**src/rtl/counter_ctrl.sv**
```systemverilog
// Start/stop/pause/load sequencer for a CNT_W-bit display counter, stepped by a prescaler tick.
// Commands take effect on the sampling edge, tick/done one cycle after a step, no backpressure.
module counter_ctrl #(
  parameter int PRE_W = 26,
  parameter int CNT_W = 4
) (
  input  logic             clk,
  input  logic             rst,
  input  logic             start,
  input  logic             stop,
  input  logic             pause,
  input  logic             load,
  input  logic [CNT_W-1:0] load_val,
  input  logic [CNT_W-1:0] limit,
  input  logic [PRE_W-1:0] prescale,
  input  logic             dir,
  input  logic             auto_reload,
  output logic [CNT_W-1:0] count,
  output logic             tick,
  output logic             done,
  output logic             busy,
  output logic             paused
);

  typedef enum logic [1:0] {S_IDLE, S_RUN, S_HOLD, S_DONE} state_t;

  state_t           state_q, state_d;
  logic [PRE_W-1:0] pre_q, pre_d;
  logic [CNT_W-1:0] count_q, count_d;
  logic             tick_q, tick_d;
  logic             done_q, done_d;
  logic             busy_q, busy_d;
  logic             paused_q, paused_d;

  logic [CNT_W-1:0] start_val;
  logic [CNT_W-1:0] next_cnt;
  logic             terminal;
  logic             start_ok;

  always_comb begin
    start_val = dir ? limit : '0;
    next_cnt  = dir ? (count_q - CNT_W'(1)) : (count_q + CNT_W'(1));
    terminal  = dir ? (count_q == '0) : (count_q == limit);
    // start is only a command where it can act; in RUN/HOLD it falls through
    start_ok  = start && ((state_q == S_IDLE) || (state_q == S_DONE));

    state_d = state_q;
    pre_d   = pre_q;
    count_d = count_q;
    tick_d  = 1'b0;
    done_d  = 1'b0;

    if (stop) begin
      state_d = S_IDLE;
      pre_d   = '0;
    end else if (load) begin
      count_d = load_val;
      pre_d   = '0;
      if (state_q == S_DONE) state_d = S_IDLE;
    end else if (start_ok) begin
      state_d = S_RUN;
      pre_d   = '0;
      if (state_q == S_DONE) count_d = start_val;
    end else if (pause && (state_q == S_RUN)) begin
      state_d = S_HOLD;
    end else if (!pause && (state_q == S_HOLD)) begin
      state_d = S_RUN;
    end else if (state_q == S_RUN) begin
      if (pre_q == prescale) begin
        pre_d  = '0;
        tick_d = 1'b1;
        if (terminal) begin
          done_d = 1'b1;
          if (auto_reload) count_d = start_val;
          else             state_d = S_DONE;
        end else begin
          count_d = next_cnt;
        end
      end else begin
        pre_d = pre_q + PRE_W'(1);
      end
    end

    busy_d   = (state_d == S_RUN) || (state_d == S_HOLD);
    paused_d = (state_d == S_HOLD);
  end

  always_ff @(posedge clk or posedge rst) begin
    if (rst) begin
      state_q  <= S_IDLE;
      pre_q    <= '0;
      count_q  <= '0;
      tick_q   <= 1'b0;
      done_q   <= 1'b0;
      busy_q   <= 1'b0;
      paused_q <= 1'b0;
    end else begin
      state_q  <= state_d;
      pre_q    <= pre_d;
      count_q  <= count_d;
      tick_q   <= tick_d;
      done_q   <= done_d;
      busy_q   <= busy_d;
      paused_q <= paused_d;
    end
  end

  assign count  = count_q;
  assign tick   = tick_q;
  assign done   = done_q;
  assign busy   = busy_q;
  assign paused = paused_q;

endmodule

```
**config.mk**
```make
export PLATFORM = sky130hd
export DESIGN_NAME = counter_ctrl
export DESIGN_NICKNAME = d
export VERILOG_FILES = /design/src/rtl/counter_ctrl.sv
export SDC_FILE = /design/constraint.sdc
export NUM_CORES = 1
export LEC_CHECK = 0
export CAP_MARGIN = 40
export CORE_MARGIN = 2
export CORE_UTILIZATION = 49
export CTS_BUF_LIST = sky130_fd_sc_hd__clkbuf_4 sky130_fd_sc_hd__clkbuf_8
export DETAILED_ROUTE_END_ITERATION = 8
export PLACE_DENSITY = 0.88
export SYNTH_ARGS = -nofsm -noshare
export SYNTH_HDL_FRONTEND = slang
export SYNTH_SLANG_ARGS = --single-unit
export TNS_END_PERCENT = 1
```
**constraint.sdc**
```tcl
create_clock -name clk -period 2.2 [get_ports clk]
set_input_delay 0.22 -clock clk [delete_from_list [all_inputs] [get_ports clk]]
set_output_delay 0.22 -clock clk [all_outputs]
set_load 0.01 [all_outputs]
```
==> metrics <==
num ports 50; die area 5930 µm²; Fin. Hold Viols 0; largest net degree at the start of global routing 37; Post-synth EDFFs 0; Seq cells post-synth 36; Final period util 100%; RSZ-0062 raised after global routing true; CP Buf/Inv Count 0; total gr overflow 0; highest clock rate 452 MHz; First DRT Iteration DRCs roughly 150; TritonCTS Buffers 5; CTS sink count 36; Placement Setup Slack -0.315 ns; mapped cell area between 2000 and 3000 µm²; DRC errors left 0; hold_ws approximately 0.33 ns; CTS tree done; final setup violation count 1; global-route wire length before repair 11600 µm; Critical Path RT 2.43 ns; Peak VDD IR 0.334 mV; Post-Syn Instances between 200 and 300; antenna cells 0; Site Rows 26; Max Cap Viol 0; Setup Skew around 0.0050 ns; Synth Net Count around 340; Leak Pwr 0.00163 µW; core area 5140 µm²; share of layout cells above drive strength 1 22.5%; initial antenna violation count 0; Final Cell Area 3690 µm²; Worst Path Arrival 2.44 ns; normalized max-slew margin 68.9%; CP startpoint kind flop; clk_lat worst skew 0.29 ns; clk slew on worst S/H paths 0.07 ns; port bufs 49; CP peak stage delay approximately 0.48 ns; failing checks negative setup slack; vias ~2600; DRT Pass-1 Iters 5; Post-Route WL 7010 µm; YS warnings 0; HP Class input port to asynchronous set/reset pin; worst path cell trace ha_1, a211o_1, and3_1, or4_1, o31a_1, a31oi_1, o32a_1; Seq/Total Area, Yosys 34.5%; family with the most delay on the worst path compound AO/OA/AOI/OAI gates; fin. max-slew vios 0; CP max FO 5; Layout Nets roughly 430; placed wire-length estimate 5270 µm; slowest cell on the critical path or4_1; Placed Area around 3500 µm²; global router's overall resource usage between 20% and 30%; Overall Power 1860 µW; status complete, but fails checks; Critical Path Sink Type flop; die height 77.0 µm; CTS Buffer Depth 2; wire length per cell 15.5 µm; Routed Antenna Nets 0; H-tree depth 2; pwr dens 504 nW/µm²; Least-Margin Pin Slew 0.467 ns; area growth from synthesis to layout 41.1%; Root Driver clkbuf_8; routability cong. 0.958; synthesized area per cell 9.20 µm²; initial core utilization 50.8%; asr flop ratio synth 100%; kind of critical path flop to flop; vias in the first global route 2473; Final min period 2.21 ns; vias per inst about 5.8; setup ws final -0.0101 ns; fin util 71.7%; ys flop type dfrtp_1; Unique masters post-synth 58; die width 77.0 µm
==> cell usage in the layout, fill, tap and decap left out, types with 6 or more instances in the layout <==
| cell | synthesis | layout |
|---|---|---|
| nand2_1 | 24 | 24 |
| dfrtp_1 | 36 | 33 |
| o21ai_0 | 11 | 11 |
| and3_1 | 12 | 12 |
| inv_1 | 11 | 10 |
| nand4_1 | 14 | 14 |
| nand3_1 | 8 | 8 |
| xnor2_1 | 28 | 28 |
| ha_1 | 8 | 6 |
| buf_4 | 0 | 53 |
| clkdlybuf4s50_1 | 0 | 48 |
| xor2_1 | 12 | 12 |
| a31oi_1 | 12 | 12 |
| nor2_1 | 22 | 21 |
==> what timing repair did <==
item	CTS	global route
hold endpoints to repair	0	0
pin swaps	0	3
buffers inserted	0	4
endpoints found under the setup margin	11	13
resized for setup	4	10
hold buffers	0	0
==> Yosys cell counts, drive strengths merged, types with 2 or more instances <==
master  instances  area [µm²]
a211oi          2        15.0
a21o            5        37.5
a21oi           7        42.5
a22o            4        35.0
a31oi          12        75.1
a41oi           2        17.5
and2            5        31.3
and3           12        75.1
and4            3        26.3
buf             5        50.0
clkbuf          7        26.3
dfrtp          36         901
ha              8         100
inv            11        41.3
mux2            2        22.5
mux2i           2        20.0
nand2          24        90.1
nand3           9        50.1
nand4          16         113
nor2           23        93.8
nor2b           2        12.5
nor3            6        46.3
nor4            2        27.5
o211ai          2        15.0
o21ai          11        55.1
o22ai           2        12.5
o311ai          2        17.5
or3             3        18.8
xnor2          29         262
xor2           12         105
==> registers in the layout, summed over array words and instances (netlist names) <==
register	flops
busy	1
count	4
done	1
tick	1
paused	1
state_q	2
pre_q	26
==> power breakdown <==
group          leakage (µW)  switching, µW  total (µW)  internal, µW
Combinational       0.00109            240         539           300
Clock             0.0000586            235         584           349
Sequential         0.000488           45.3         736           691
==> cell families (layout without fill, tap and decap cells) <==
family                     after synthesis  count (layout)  synth area share, %
AOI/OAI and AO/OA                       60              60                 16.3
xor gates and xnor gates                41              41                 14.0
adders and majority gates                9               9                 4.60
buffers and inverters                   23             121                 4.50
DFF                                     36              36                 34.5
muxes                                    4               4                 1.63
and+or+nand+nor                        111             111                 24.5
==> worst register-to-register path: cells and delay by family, from the launching register on <==
family	cells	cell delay [ns]
adder cells (fa/ha/maj)	1	0.28
AND/OR/NAND/NOR	2	0.66
AO/OA/AOI/OAI	4	0.75
flip-flops	1	0.45
==> worst paths after layout <==
path | from | to | slack [ns] | cells past startpoint
min in group clk | pre_q[25] | pre_q[25] | 0.51 | 1
max in group asynchronous | rst | count[2] | 1.51 | 3
setup / recovery | count[1] | count[3] | -0.01 | 7
hold reg to reg | pre_q[25] | pre_q[25] | 0.51 | 1
setup reg to reg | count[1] | count[3] | -0.01 | 7
hold / removal | rst | state_q[1] | 0.33 | 3
==> layer usage <==
layer  wire length [µm]  vias up  global-route usage (%)
li1                   -     1225                       -
met1               2830     1275                    30.0
met2               3670      114                    44.3
met3                437       11                    3.88
met4                 73        0                    6.07
met5                  0        -                       0
==> per-stage QoR <==
step	TNS, ns	std cells
3_3_place_gp	-0.940	440
6_report	-0.0101	452
3_5_place_dp	-1.64	440
4_1_cts	-0.0399	448
2_1_floorplan	0	284
5_1_grt	-0.226	452
==> final cells by class <==
class | instances | area [µm²]
clock inverter | 2 | 35.0
clock buffer | 6 | 76.3
timing repair buffer | 102 | 891
multi-input combinational | 225 | 1650
inverter | 11 | 41.3
sequential | 36 | 905
fill | 405 | 1450
tap | 70 | 87.6
(Power assumes the default switching activity.)
